**src/rtl/fp_mac_dot_seq.sv**
```systemverilog
// Dot-product sequencer for one fp_mac: issues (A,B,acc) triples one at a time
// and folds each fp_mac result back into the accumulator.
module fp_mac_dot_seq #(
  parameter int MAC_LAT = 3,
  parameter int LEN_W   = 8
) (
  input  logic             CLK,
  input  logic             RESET,
  input  logic             start,
  input  logic             abort,
  input  logic [LEN_W-1:0] vec_len,
  input  logic [31:0]      init_acc,
  input  logic             in_valid,
  input  logic [15:0]      in_a,
  input  logic [15:0]      in_b,
  output logic             in_ready,
  output logic [15:0]      mac_a,
  output logic [15:0]      mac_b,
  output logic [31:0]      mac_c,
  input  logic [31:0]      mac_y,
  output logic             out_valid,
  output logic [31:0]      out_data,
  input  logic             out_ready,
  output logic             busy
);

  localparam int TW = $clog2(MAC_LAT + 1);

  typedef enum logic [1:0] {
    IDLE,
    ISSUE,
    WAIT,
    DONE
  } state_e;

  state_e           state_q;
  logic [LEN_W-1:0] len_q;
  logic [LEN_W-1:0] count_q;
  logic [TW-1:0]    timer_q;
  logic [31:0]      acc_q;
  logic [15:0]      mac_a_q;
  logic [15:0]      mac_b_q;
  logic [31:0]      mac_c_q;
  logic             in_ready_q;
  logic             out_valid_q;
  logic             busy_q;

  always_ff @(posedge CLK or posedge RESET) begin
    if (RESET) begin
      state_q     <= IDLE;
      len_q       <= '0;
      count_q     <= '0;
      timer_q     <= '0;
      acc_q       <= '0;
      mac_a_q     <= '0;
      mac_b_q     <= '0;
      mac_c_q     <= '0;
      in_ready_q  <= 1'b0;
      out_valid_q <= 1'b0;
      busy_q      <= 1'b0;
    end else if (abort) begin
      // Operands and accumulator survive; any result still in fp_mac is dropped.
      state_q     <= IDLE;
      in_ready_q  <= 1'b0;
      out_valid_q <= 1'b0;
      busy_q      <= 1'b0;
    end else begin
      unique case (state_q)
        IDLE: begin
          if (start) begin
            len_q   <= vec_len;
            acc_q   <= init_acc;
            count_q <= '0;
            busy_q  <= 1'b1;
            if (vec_len == '0) begin
              state_q     <= DONE;
              out_valid_q <= 1'b1;
            end else begin
              state_q    <= ISSUE;
              in_ready_q <= 1'b1;
            end
          end
        end
        ISSUE: begin
          if (in_valid) begin
            mac_a_q    <= in_a;
            mac_b_q    <= in_b;
            mac_c_q    <= acc_q;
            count_q    <= count_q + LEN_W'(1);
            timer_q    <= TW'(MAC_LAT);
            state_q    <= WAIT;
            in_ready_q <= 1'b0;
          end
        end
        WAIT: begin
          if (timer_q == TW'(1)) begin
            acc_q   <= mac_y;
            timer_q <= '0;
            if (count_q == len_q) begin
              state_q     <= DONE;
              out_valid_q <= 1'b1;
            end else begin
              state_q    <= ISSUE;
              in_ready_q <= 1'b1;
            end
          end else begin
            timer_q <= timer_q - TW'(1);
          end
        end
        DONE: begin
          if (out_ready) begin
            state_q     <= IDLE;
            out_valid_q <= 1'b0;
            busy_q      <= 1'b0;
          end
        end
        default: begin
          state_q     <= IDLE;
          in_ready_q  <= 1'b0;
          out_valid_q <= 1'b0;
          busy_q      <= 1'b0;
        end
      endcase
    end
  end

  assign in_ready  = in_ready_q;
  assign out_valid = out_valid_q;
  assign busy      = busy_q;
  assign out_data  = acc_q;
  assign mac_a     = mac_a_q;
  assign mac_b     = mac_b_q;
  assign mac_c     = mac_c_q;

endmodule
```
**config.mk**
```make
export PLATFORM = sky130hd
export DESIGN_NAME = fp_mac_dot_seq
export DESIGN_NICKNAME = d
export VERILOG_FILES = /design/src/rtl/fp_mac_dot_seq.sv
export SDC_FILE = /design/constraint.sdc
export NUM_CORES = 1
export LEC_CHECK = 0
export CAP_MARGIN = 0
export CORE_MARGIN = 3
export CORE_UTILIZATION = 45
export DETAILED_ROUTE_END_ITERATION = 8
export DONT_BUFFER_PORTS = 1
export PLACE_DENSITY = 0.63
export REMOVE_ABC_BUFFERS = 1
export SYNTH_ARGS = -nofsm -noshare
export SYNTH_HDL_FRONTEND = slang
export SYNTH_SLANG_ARGS = --single-unit
```
**constraint.sdc**
```tcl
create_clock -name CLK -period 7.46 [get_ports CLK]
set_clock_uncertainty 0.15 [all_clocks]
set_input_delay 0.746 -clock CLK [delete_from_list [all_inputs] [get_ports CLK]]
set_output_delay 0.746 -clock CLK [all_outputs]
set_load 0.005 [all_outputs]
```
==> flow_summary.json <==
{
  "worst_path_dominant_cell_family": "buffers and inverters",
  "end_kind": "flip-flop",
  "synth_cells": 405,
  "grt_pass1_wl_mm": 16.91,
  "rows": 39,
  "netlist_area_sq_mm": 0.005305,
  "cp_cell_sequence": "inv_1 > ha_2 > buf_4 > nor2b_1 > nor3_4 > buf_4 > nor2_1 > a21oi_1",
  "synthFlopType": "dfrtp_1",
  "cp_slowest_cell": "nor3_4",
  "seqPwrFrac": 0.430,
  "fin_crit_ns": 2.987,
  "drc": 0,
  "grt_max_degree": 76,
  "p_leak_uw": 0.002502,
  "antenna_found_initial": 0,
  "cts.sinks": 119,
  "setup_viol": 0,
  "cts_made_buffers": 17,
  "placed_area_sq_mm": 0.005395,
  "holdWs_ns": 0.2485,
  "ant_nets": 0,
  "top_level_ports": 209,
  "avgViaCountPerCell": 5.481,
  "max_slew_margin": 0.3883,
  "worstSetupStartpointType": "flip-flop",
  "dpl.cell_count": 534,
  "pwr-share-comb": 0.270,
  "fin_tns_setup_ns": 0,
  "fmax_mhz": 334.7,
  "criticalPathCategory": "reg -> reg",
  "detailed_place_hpwl_mm": 7.911,
  "die_h_um": 114.6,
  "cts_resized": 0,
  "min_path_type": "in -> reg",
  "vias": 3102,
  "h-tree-depth": 4,
  "design_area_sq_mm": 0.006028,
  "startpoint": "state_q[0]",
  "final_util": 0.5257,
  "yosysWarnings": 0,
  "path_buf_inv": 3,
  "finalMaxSlewViolations": 0,
  "crit_path_frequent_cell": "buf_4",
  "post_drt_wl_per_cell_um": 19.59,
  "drt_iter0_markers": 107,
  "drv_cap": 0,
  "worst_pin_slew_ns": 0.9175,
  "avgSynthCellArea_sq_um": 13.10,
  "switching_share": 0.3304,
  "layout.nets": 526,
  "n_antenna_cell": 0,
  "hold_viol": 0,
  "grt_setup_unrepaired": "false",
  "async_flop_share": 1.000,
  "slowest_delay_ns": 0.62,
  "core_sq_mm": 0.01147,
  "min_period_over_period": 0.4005,
  "cts_tree": "built",
  "clock_latency_ns": 0.41,
  "overflow": 0,
  "area_growth_pct": 13.63,
  "fp.dieArea_sq_mm": 0.01313,
  "ys_seq_elements": 119,
  "arrival_ns": 3.17,
  "clkTransAtPathRegs_ns": 0.05,
  "stdcell_count": 566,
  "worstHoldStart": "abort",
  "power.internal_uw": 1919,
  "timing.rr.start": "state_q[0]",
  "ys_types": 39,
  "power.density_mw_per_mm2": 475.5,
  "synth_enable_flop_cells": 0,
  "root_buffer": "clkbuf_16",
  "start_util": 0.4626,
  "clock_path_buffers": 2,
  "ys_seq_area_frac": 0.5613,
  "place.gp.congestion": 0.8033,
  "clockPowerShare": 0.300,
  "drt_pass1_iterations": 4,
  "drive_gt1_frac": 0.3381,
  "post-cts-setup-buffer-count": 0,
  "status": "finished, final reports clean",
  "grt_pass1_vias": 3235,
  "worstPathRequired_ns": 7.64,
  "portBuffers": 0,
  "p_switching_uw": 946.9,
  "wirelength_mm": 11.09,
  "crit_fanout": 50,
  "ir_worst_vdd_mv": 0.2972,
  "hold_buffers": 0,
  "grt_util_all_layers": 0.1716,
  "die_x_um": 114.6
}
power groups by stage:
stage                     sequential, uW  clock, uW  combinational [uW]
after global placement              1240          0                 743
after floorplan                     1150          0                 673
after CTS                           1240        877                 787
final                               1230        860                 773
after detailed placement            1250          0                 782
after global routing                1280        910                 861
routing by layer:
metal  GRT usage  routed length [um]  vias up
met5           0                   0        -
met4     0.08393                 225        0
li1            -                   -     1439
met3     0.06712                1031       16
met1      0.2029                4362     1492
met2      0.2728                5467      155
kinds of logic (layout without fill, tap and decap cells):
group                      Yosys count  after routing  share of synthesized area
and+or+nand+nor                     83             83                    0.08160
adders and majority gates            6              6                    0.01415
buffers and inverters               28             46                    0.03113
AOI/OAI and AO/OA                   49             49                    0.07170
DFF                                119            119                     0.5613
muxes                              106            106                     0.2170
xor gates and xnor gates            14             14                    0.02311
per-stage QoR:
stage | total power, uW | setup WS, ns
after floorplan | 1825 | 3.349
after global placement | 1986 | 4.564
after detailed placement | 2032 | 4.444
after CTS | 2905 | 4.431
after global routing | 3052 | 4.202
final | 2866 | 4.473
final cells by class:
cell class / instances / area [sq um]
flip-flops and latches: 119 / 2978
clock inverters: 11 / 172.7
clock buffers: 21 / 460.4
well taps: 143 / 178.9
multi-input cells: 258 / 2165
repair buffers: 5 / 37.54
inverters: 9 / 36.28
fillers: 1004 / 5439
worst reg2reg max path, stage by stage, from the launching register on:
cell and delay (ns):
dfrtp_1 0.39, inv_1 0.08, ha_2 0.19, buf_4 0.31, nor2b_1 0.30, nor3_4 0.62, buf_4 0.62, nor2_1 0.11
a21oi_1 0.14
path summary, 6_finish.rpt:
check,slack (ns),endpoint,depth (start not counted)
hold / removal,0.25,state_q[1],1
max in group asynchronous,5.76,out_data[28],2
hold reg to reg,0.37,len_q[5],1
setup reg to reg,4.47,out_data[31],8
min in group asynchronous,0.26,mac_a[15],1
setup / recovery,4.47,out_data[31],8
synth_stat cells, types with 2 or more instances:
cell,number,area (sq um)
a211oi_1,2,15.01
a21oi_1,5,25.02
a21oi_2,28,245.2
a31oi_1,3,18.77
and3_1,3,18.77
buf_2,9,45.04
buf_6,6,67.56
clkbuf_1,3,11.26
dfrtp_1,119,2978
ha_1,6,75.07
inv_1,9,33.78
mux2_2,72,810.8
mux2i_1,34,340.3
nand2_1,7,26.28
nand3_1,3,15.01
nand3b_1,2,15.01
nand4_1,5,31.28
nor2_1,45,168.9
nor2b_1,5,31.28
nor4_1,4,25.02
o21ai_0,4,20.02
or4_1,2,15.01
xnor2_1,8,70.07
xor2_1,6,52.55
state kept, by name (all words and copies together), names as in the netlist, 2 cells and up:
name	count
state_q	2
count_q	8
out_data	32
timer_q	2
mac_c	32
len_q	8
mac_b	16
mac_a	16
cells in the final DEF, fill, tap and decap left out, types with 5 or more instances in the layout:
cell	count
clkbuf_16	17
ha_1	5
nand2_1	7
inv_1	8
a21oi_2	28
mux2_2	72
xnor2_1	8
mux2i_1	34
nor2b_1	5
nand4_1	5
a21oi_1	5
xor2_1	6
nor2_1	45
dfrtp_1	119
buf_4	5
Power figures use the tool's default switching activity.
